$ cat src/rtl/regfile_sb.sv
// regfile_sb: parametrised register file with write-through reads, a reset image that
// presets the stack pointer, and a per-register pending-write scoreboard for decode stalls.
module regfile_sb #(
    parameter int              XLEN    = 32,
    parameter int              NREG    = 32,
    parameter int              AW      = 5,
    parameter int              NRD     = 2,
    parameter int              SP_IDX  = 2,
    parameter logic [XLEN-1:0] SP_INIT = 'h2000_7000
) (
    input  logic                clk,
    input  logic                rst_n,
    input  logic [NRD*AW-1:0]   rd_addr,
    output logic [NRD*XLEN-1:0] rd_data,
    output logic [NRD-1:0]      rd_busy,
    input  logic                wb_en,
    input  logic [AW-1:0]       wb_addr,
    input  logic [XLEN-1:0]     wb_data,
    input  logic                iss_en,
    input  logic [AW-1:0]       iss_addr,
    input  logic                flush,
    output logic [AW:0]         busy_cnt
);
    localparam int CW = AW + 1;

    logic [XLEN-1:0] regs [NREG];
    logic [NREG-1:0] pend;
    logic [NREG-1:0] pend_nxt;
    logic [CW-1:0]   cnt_nxt;
    logic            wb_live;
    logic            iss_live;

    // x0 is hardwired, so writes and issues aimed at it are discarded up front
    assign wb_live  = wb_en && wb_addr != '0;
    assign iss_live = iss_en && iss_addr != '0;

    // register array: reset image is all zero except the stack pointer
    always_ff @(posedge clk or negedge rst_n) begin
        if (!rst_n) begin
            for (int i = 0; i < NREG; i++)
                regs[i] <= (i == SP_IDX) ? SP_INIT : '0;
        end else if (wb_live) begin
            regs[wb_addr] <= wb_data;
        end
    end

    // next pending set: writeback clears, a new producer overrides it, flush clears everything
    always_comb begin
        pend_nxt = pend;
        if (wb_live)
            pend_nxt[wb_addr] = 1'b0;
        if (iss_live)
            pend_nxt[iss_addr] = 1'b1;
        if (flush)
            pend_nxt = '0;
        cnt_nxt = '0;
        for (int i = 0; i < NREG; i++)
            cnt_nxt = cnt_nxt + CW'(pend_nxt[i]);
    end

    // scoreboard state and its registered population count
    always_ff @(posedge clk or negedge rst_n) begin
        if (!rst_n) begin
            pend     <= '0;
            busy_cnt <= '0;
        end else begin
            pend     <= pend_nxt;
            busy_cnt <= cnt_nxt;
        end
    end

    for (genvar k = 0; k < NRD; k++) begin : g_rd
        logic [AW-1:0] a;
        logic          hit;
        assign a   = rd_addr[k*AW +: AW];
        assign hit = wb_en && wb_addr == a;
        assign rd_data[k*XLEN +: XLEN] = (a == '0) ? '0 : hit ? wb_data : regs[a];
        assign rd_busy[k] = (a != '0) && pend[a] && !hit;
    end
endmodule

$ cat config.mk
export PLATFORM = sky130hd
export DESIGN_NAME = regfile_sb
export DESIGN_NICKNAME = d
export VERILOG_FILES = /design/src/rtl/regfile_sb.sv
export SDC_FILE = /design/constraint.sdc
export NUM_CORES = 2
export LEC_CHECK = 0
export BUFFER_PORTS_ARGS = -buffer_cell sky130_fd_sc_hd__buf_2
export CAP_MARGIN = 20
export CORE_MARGIN = 8
export CORE_UTILIZATION = 45
export DETAILED_ROUTE_END_ITERATION = 8
export GPL_TIMING_DRIVEN = 0
export PLACE_DENSITY = 0.59
export SLEW_MARGIN = 40
export SYNTH_ARGS = -nofsm -noshare
export SYNTH_HDL_FRONTEND = slang
export SYNTH_SLANG_ARGS = --single-unit
$ cat constraint.sdc
create_clock -name clk -period 13 [get_ports clk]
set_input_delay 0.65 -clock clk [delete_from_list [all_inputs] [get_ports clk]]
set_output_delay 0.65 -clock clk [all_outputs]
set_load 0.02 [all_outputs]
# ---- Word level (Yosys, flattened, before mapping)
# Index checks and enable logic that the tools add are counted.
dict set report totals {
  ff_bits 1062
  input_bits 57
  output_inout_bits 72
}
dict set report op_classes {
  order_cmp 10
  n_eq_ne 2
  muxes 24
  n_bitwise 6
  addsub 31
  reduce_logical 19
}
# op n
set op_table {}
lappend op_table {{$bwmux 1024} 1}
lappend op_table {{$mux 32} 12}
lappend op_table {{$bmux 32 s5} 2}
lappend op_table {{$demux 32 s5} 1}
lappend op_table {{$add 6x1->6} 26}
lappend op_table {{$and 32x32->32} 1}
lappend op_table {{$not 32->32} 1}
lappend op_table {{$or 32x32->32} 1}
lappend op_table {{$lt 5x6->1 const B} 4}
lappend op_table {{$reduce_bool 5->1} 4}
lappend op_table {{$ge 6x6->1 const B} 3}
lappend op_table {{$not 5->6} 3}
lappend op_table {{$logic_and 1x1->1} 11}
lappend op_table {{$bmux 1 s5} 2}
lappend op_table {{$demux 1 s5} 2}
lappend op_table {{$eq 5x5->1} 2}
lappend op_table {{$ge 5x1->1 const B} 2}
lappend op_table {{$logic_not 5->1} 2}
lappend op_table {{$add 5x1->6} 1}
lappend op_table {{$lt 6x1->1 const B} 1}
lappend op_table {{$add 4x1->5} 1}
lappend op_table {{$add 3x1->4} 1}
lappend op_table {{$mux 1} 4}
lappend op_table {{$add 2x1->3} 1}
lappend op_table {{other kinds (2)} 3}

# ---- Longest topological paths before layout
dict set report depth {
  word_depth 41
  ltp_mapped 23
  mapped_depth_nobuf 21
}

# ---- Worst setup path before layout
# No wires, ideal clock.
dict set report synth_timing {
  path_kind {in2reg}
  startpoint {input port wb_addr[3]}
  endpoint {register busy_cnt[4]}
  cell_stages 19
  t_required_ns 12.920
  path_slack_ns 7.012
  setup_ns 0.080
  n_path_buf 2
  arrival_ns 5.908
  cell_sequence {clkbuf_1 > nor3b_1 > nand2_1 > buf_1 > a22oi_1 > nor2_1 > fa_1 > inv_1 > fa_1 > fa_1 > fa_1 > fa_1 > inv_1 > fa_1 > ha_1 > fa_1 > a21o_1 > a21oi_1 > xnor2_1}
}
# item line
set synth_rtl {}
lappend synth_rtl {{from (decl)} 17} ;# input logic [AW-1:0] wb_addr,
lappend synth_rtl {{$lt 5x6->1 (not written as such) or $ge 5x1->1 (tied branches)} 51} ;# pend_nxt[wb_addr] = 1'b0;
lappend synth_rtl {{$logic_and 1x1->1 (not written as such)} 51}
lappend synth_rtl {{$mux 1 (not written as such)} 51}
lappend synth_rtl {{$demux 1 s5} 51}
lappend synth_rtl {{$not 32->32 (no source line)} --}
lappend synth_rtl {{$and 32x32->32 (no source line)} --}
lappend synth_rtl {{$mux 32 (*)} 50} ;# if (wb_live)
lappend synth_rtl {{$or 32x32->32 (no source line)} --}
lappend synth_rtl {{$mux 32 (*)} 52} ;# if (iss_live)
lappend synth_rtl {{$mux 32 (*)} 54} ;# if (flush)
lappend synth_rtl {{via pend_nxt[7]} 28} ;# logic [NREG-1:0] pend_nxt;
lappend synth_rtl {{$add 6x1->6 (*) (25 in series)} 58} ;# cnt_nxt = cnt_nxt + CW'(pend_nxt[i]);
lappend synth_rtl {{via cnt_nxt[4]} 29} ;# logic [CW-1:0] cnt_nxt;
lappend synth_rtl {{to (signal assigned)} 68} ;# busy_cnt <= cnt_nxt;
lappend synth_rtl {{to (decl)} 22} ;# output logic [AW:0] busy_cnt
# The timed path passes the listed nets; every way through them passes the cells marked *.
# A chain may end at the register's enable or synchronous reset.

# ---- Worst setup path in the final report
dict set report layout_timing {
  startpoint {input port wb_addr[4]}
  endpoint {register busy_cnt[4]}
}
# item line
set layout_rtl {}
lappend layout_rtl {{$lt 5x6->1 (not written as such) or $ge 5x1->1 (tied branches)} 51}
lappend layout_rtl {{$logic_and 1x1->1 (not written as such)} 51}
lappend layout_rtl {{$mux 1 (not written as such)} 51}
lappend layout_rtl {{$demux 1 s5} 51}
lappend layout_rtl {{$not 32->32 (no source line)} --}
lappend layout_rtl {{$and 32x32->32 (no source line)} --}
lappend layout_rtl {{$mux 32 (*)} 50}
lappend layout_rtl {{$or 32x32->32 (no source line)} --}
lappend layout_rtl {{$mux 32 (*)} 52}
lappend layout_rtl {{$mux 32 (*)} 54}
lappend layout_rtl {{via pend_nxt[5]} 28}
lappend layout_rtl {{$add 5x1->6 (*)} 58}
lappend layout_rtl {{$add 6x1->6 (*) (26 in series)} 58}
lappend layout_rtl {{via cnt_nxt[4]} 29}
# Marks and branches as above.

==> results by group <==
Status
  – Status: finished, final reports clean

CTS
  – CTS H-tree depth: 3
  – # Post-CTS Setup Buffers: 0
  – Clock Path Buffers: 3
  – CTS clk-pin slew, worst paths: 60 ps
  – Clock sinks: between 1000 and 1500
  – Num CTS Buffers: between 100 and 150
  – Root Buffer: clkbuf_16
  – Worst skew pair latency: 730 ps
  – Post-CTS Resized: 0
  – TritonCTS clock tree: yes

Routing
  – DR pass1 iterations: 8
  – Vias per cell: about 7.0
  – Wire per inst: a little over 40 um
  – Vias: 41900
  – DRC violations left: 0
  – Antenna Violating Nets Remaining: 0
  – Routed Wire Length: roughly 250 mm
  – DRT iter0 DRCs: 6357

Layout
  – Layout cells sized above 1: between 40% and 50%
  – Util after Layout: between 50% and 60%
  – Synth-to-layout area growth: 13.9%
  – Most frequent cells in the layout: 1058 x dfrtp_1, 1002 x mux2_2, 471 x mux4_2
  – Post-route insts no fill: between 6000 and 7000
  – Fillers: 10900
  – Layout Nets: roughly 4300
  – Commonest non-fill, non-tap cell in the layout: dfrtp_1

Synthesis
  – Post-synth top flop: dfrtp_1
  – Synthesized Nets: between 4000 and 5000
  – Ys Warns: 0
  – EDFF count, synth: 0
  – Post-Synthesis Cell Area: about 58000 um2
  – Synth top area share: around 46%
  – Sequential share of the synthesized area: 46.2%
  – Top cells by area, synth: dfrtp_1 46%, mux2_2 20%, mux4_2 18%
  – Synth Register Bits: 1062
  – Mapped Avg Cell Area: around 15 um2
  – Distinct cells, synth: 56
  – Cell count after synthesis: 3969
  – Post-synth ARST share: 100%
  – Post-synth top area cell: dfrtp_1

Worst hold path
  – HP Class: input port to register

Placed design
  – IO Port Bufs: 120
  – GP Congestion: 0.995
  – HPWL after DPL: between 150 and 200 mm
  – Placed cells: 5788

Timing
  – Hold Fails Final Rpt: 0
  – Slew margin rel.: 36.6%
  – Worst Tran Pin Value: around 950 ps
  – Final setup fails: 0
  – Setup TNS: 0 ps
  – Fmax: around 150 MHz
  – Fin Hold WS: slightly below 200 ps
  – Final Skew: approximately 13 ps
  – Max-slew violations: 0
  – Min Clock Period, post-route: about 6500 ps
  – Tcrit/Tclk final: 50.1%
  – Unrepaired setup endpoints after global routing: false

Floorplanning
  – DIE WIDTH: ~370 um
  – Core box area: 127000 um2
  – I/O pins: 129
  – Initial core utilization: a little under half
  – Die area: around 140000 um2
  – Die height: 374 um
  – Num rows: ~130

Power and ir drop
  – Peak VDD IR: roughly 0.00013 V
  – Leak Pwr: between 20 and 30 nW
  – Pwr/cell area: between 150 and 200 nW/um2

Setup path
  – CP required: ~14000 ps
  – Worst setup SP type: input port
  – Worst R2R Start: pend[7]
  – Crit Path Max Fanout: 10
  – Critical Path Sink Type: register
  – Worst r2r dst: busy_cnt[4]
  – Crit path launch: wb_addr[4]
  – Cell repeated most along the worst path: fa_1
  – Crit-path max cell delay: approximately 570 ps
  – Worst path slowest cell: fa_1
  – Crit path kind: input port to register
  – Critical path destination: busy_cnt[4]
  – R2r worst-path depth: 15
  – Critical Path AT: roughly 7200 ps
  – Worst-path cell chain: buf_2, clkbuf_1, nor3b_1, nand2_1, clkbuf_2, a22oi_1, nor2_1, fa_1, inv_1, fa_1, fa_1, fa_1, fa_1, inv_1, fa_1, ha_1, fa_1, a21o_1, a21oi_1, xnor2_1
  – Worst R2R Setup Slack: 7880 ps

Global route
  – Largest net degree at the start of global routing: approximately 100
  – All-Layer GR Usage: around a third
  – First-pass GRT wire length: around 340 mm
  – Gr ovfl total: 0
  – Vias in the first global route: 42100
  – Antenna violations before repair: 18

Run
  – Max Cap Viol: 0
[cell usage after synthesis (8+ instances only)]
library cell / n
mux4_2: 471
a32o_1: 33
o22ai_1: 43
mux2_2: 1002
nand2_1: 129
xnor2_1: 8
nor2_1: 53
inv_1: 37
and3_1: 15
o21ai_0: 36
a21o_1: 18
buf_6: 11
dfrtp_1: 1058
a221o_1: 22
nor2b_1: 27
nand3_1: 9
buf_2: 66
nor3_1: 19
a211oi_1: 60
mux2i_1: 181
buf_1: 70
buf_4: 14
a22oi_1: 78
fa_1: 24
clkbuf_1: 288
o221ai_1: 36
a21oi_1: 69
[report_power, final]
| group | switching [mW] | leakage, nW | internal [mW] |
|---|---|---|---|
| Sequential | 0.457 | 13.7 | 3.91 |
| Clock | 1.47 | 2.00 | 2.10 |
| Combinational | 0.992 | 13.2 | 1.15 |
| Total | 2.92 | 28.9 | 7.16 |
[through the flow]
stage                     setup WS, ps  area [um2]  power [mW]
final                             6490       65500        10.1
after floorplan                   7010       57600        5.72
after global routing              6260       65500        10.4
after detailed placement          5880       61400        6.50
after global placement          -12870       60200        6.41
after CTS                         6620       65500        10.0
[how the worst min path moves through the flow]
stage	start	to	cells after the start
after global placement	regs[994]	regs[994]	1
after CTS	wb_data[30]	regs[30]	2
after floorplan	rst_n	busy_cnt[0]	0
after detailed placement	regs[1011]	regs[1011]	1
after global routing	wb_data[30]	regs[30]	2
final	wb_data[30]	regs[62]	2
[cell type report]
cell class / instances / area, um2 / area share (%)
diodes: 10 / 25.0 / 0.0382
clock buffers: 186 / 3610 / 5.51
clock inverters: 34 / 462 / 0.704
flip-flops and latches: 1062 / 26600 / 40.6
multi-input cells: 2421 / 29000 / 44.2
plain buffers: 449 / 2150 / 3.27
well taps: 1662 / 2080 / 3.17
inverters: 37 / 139 / 0.212
repair buffers: 158 / 1520 / 2.33
[critical path: cells and delay by family]
family                   cells  cell delay (ps)
AND/OR/NAND/NOR              3              870
adder cells (fa/ha/maj)      8             3650
buffers and inverters        5             1130
AO/OA/AOI/OAI                3              700
XOR/XNOR                     1              130
[repair_timing]
| item | 4_1_cts | 5_1_grt |
|---|---|---|
| hold buffers | 1 | 0 |
| endpoints found under the setup margin | 0 | 0 |
| endpoints found under the hold margin | 86 | 0 |
[layer usage]
metal	GRT usage, %	part of all wire (%)
met1	44.0	37
met2	50.4	43
met3	12.3	12
met4	23.0	8.3
met5	0.617	0.067
[sequential cells by signal, indices dropped and copies added (netlist names)]
name / count
busy_cnt: 6
pend: 32
regs: 1024
[kinds of logic after synthesis]
| family | count (synthesis) | synth area share [%] |
|---|---|---|
| simple gates | 302 | 2.54 |
| flops | 1062 | 46.2 |
| compound gates | 414 | 5.22 |
| buf+inv | 486 | 3.55 |
| fa+ha+maj | 31 | 0.987 |
| mux | 1661 | 41.3 |
| xor+xnor | 13 | 0.198 |
(Power assumes the default switching activity.)
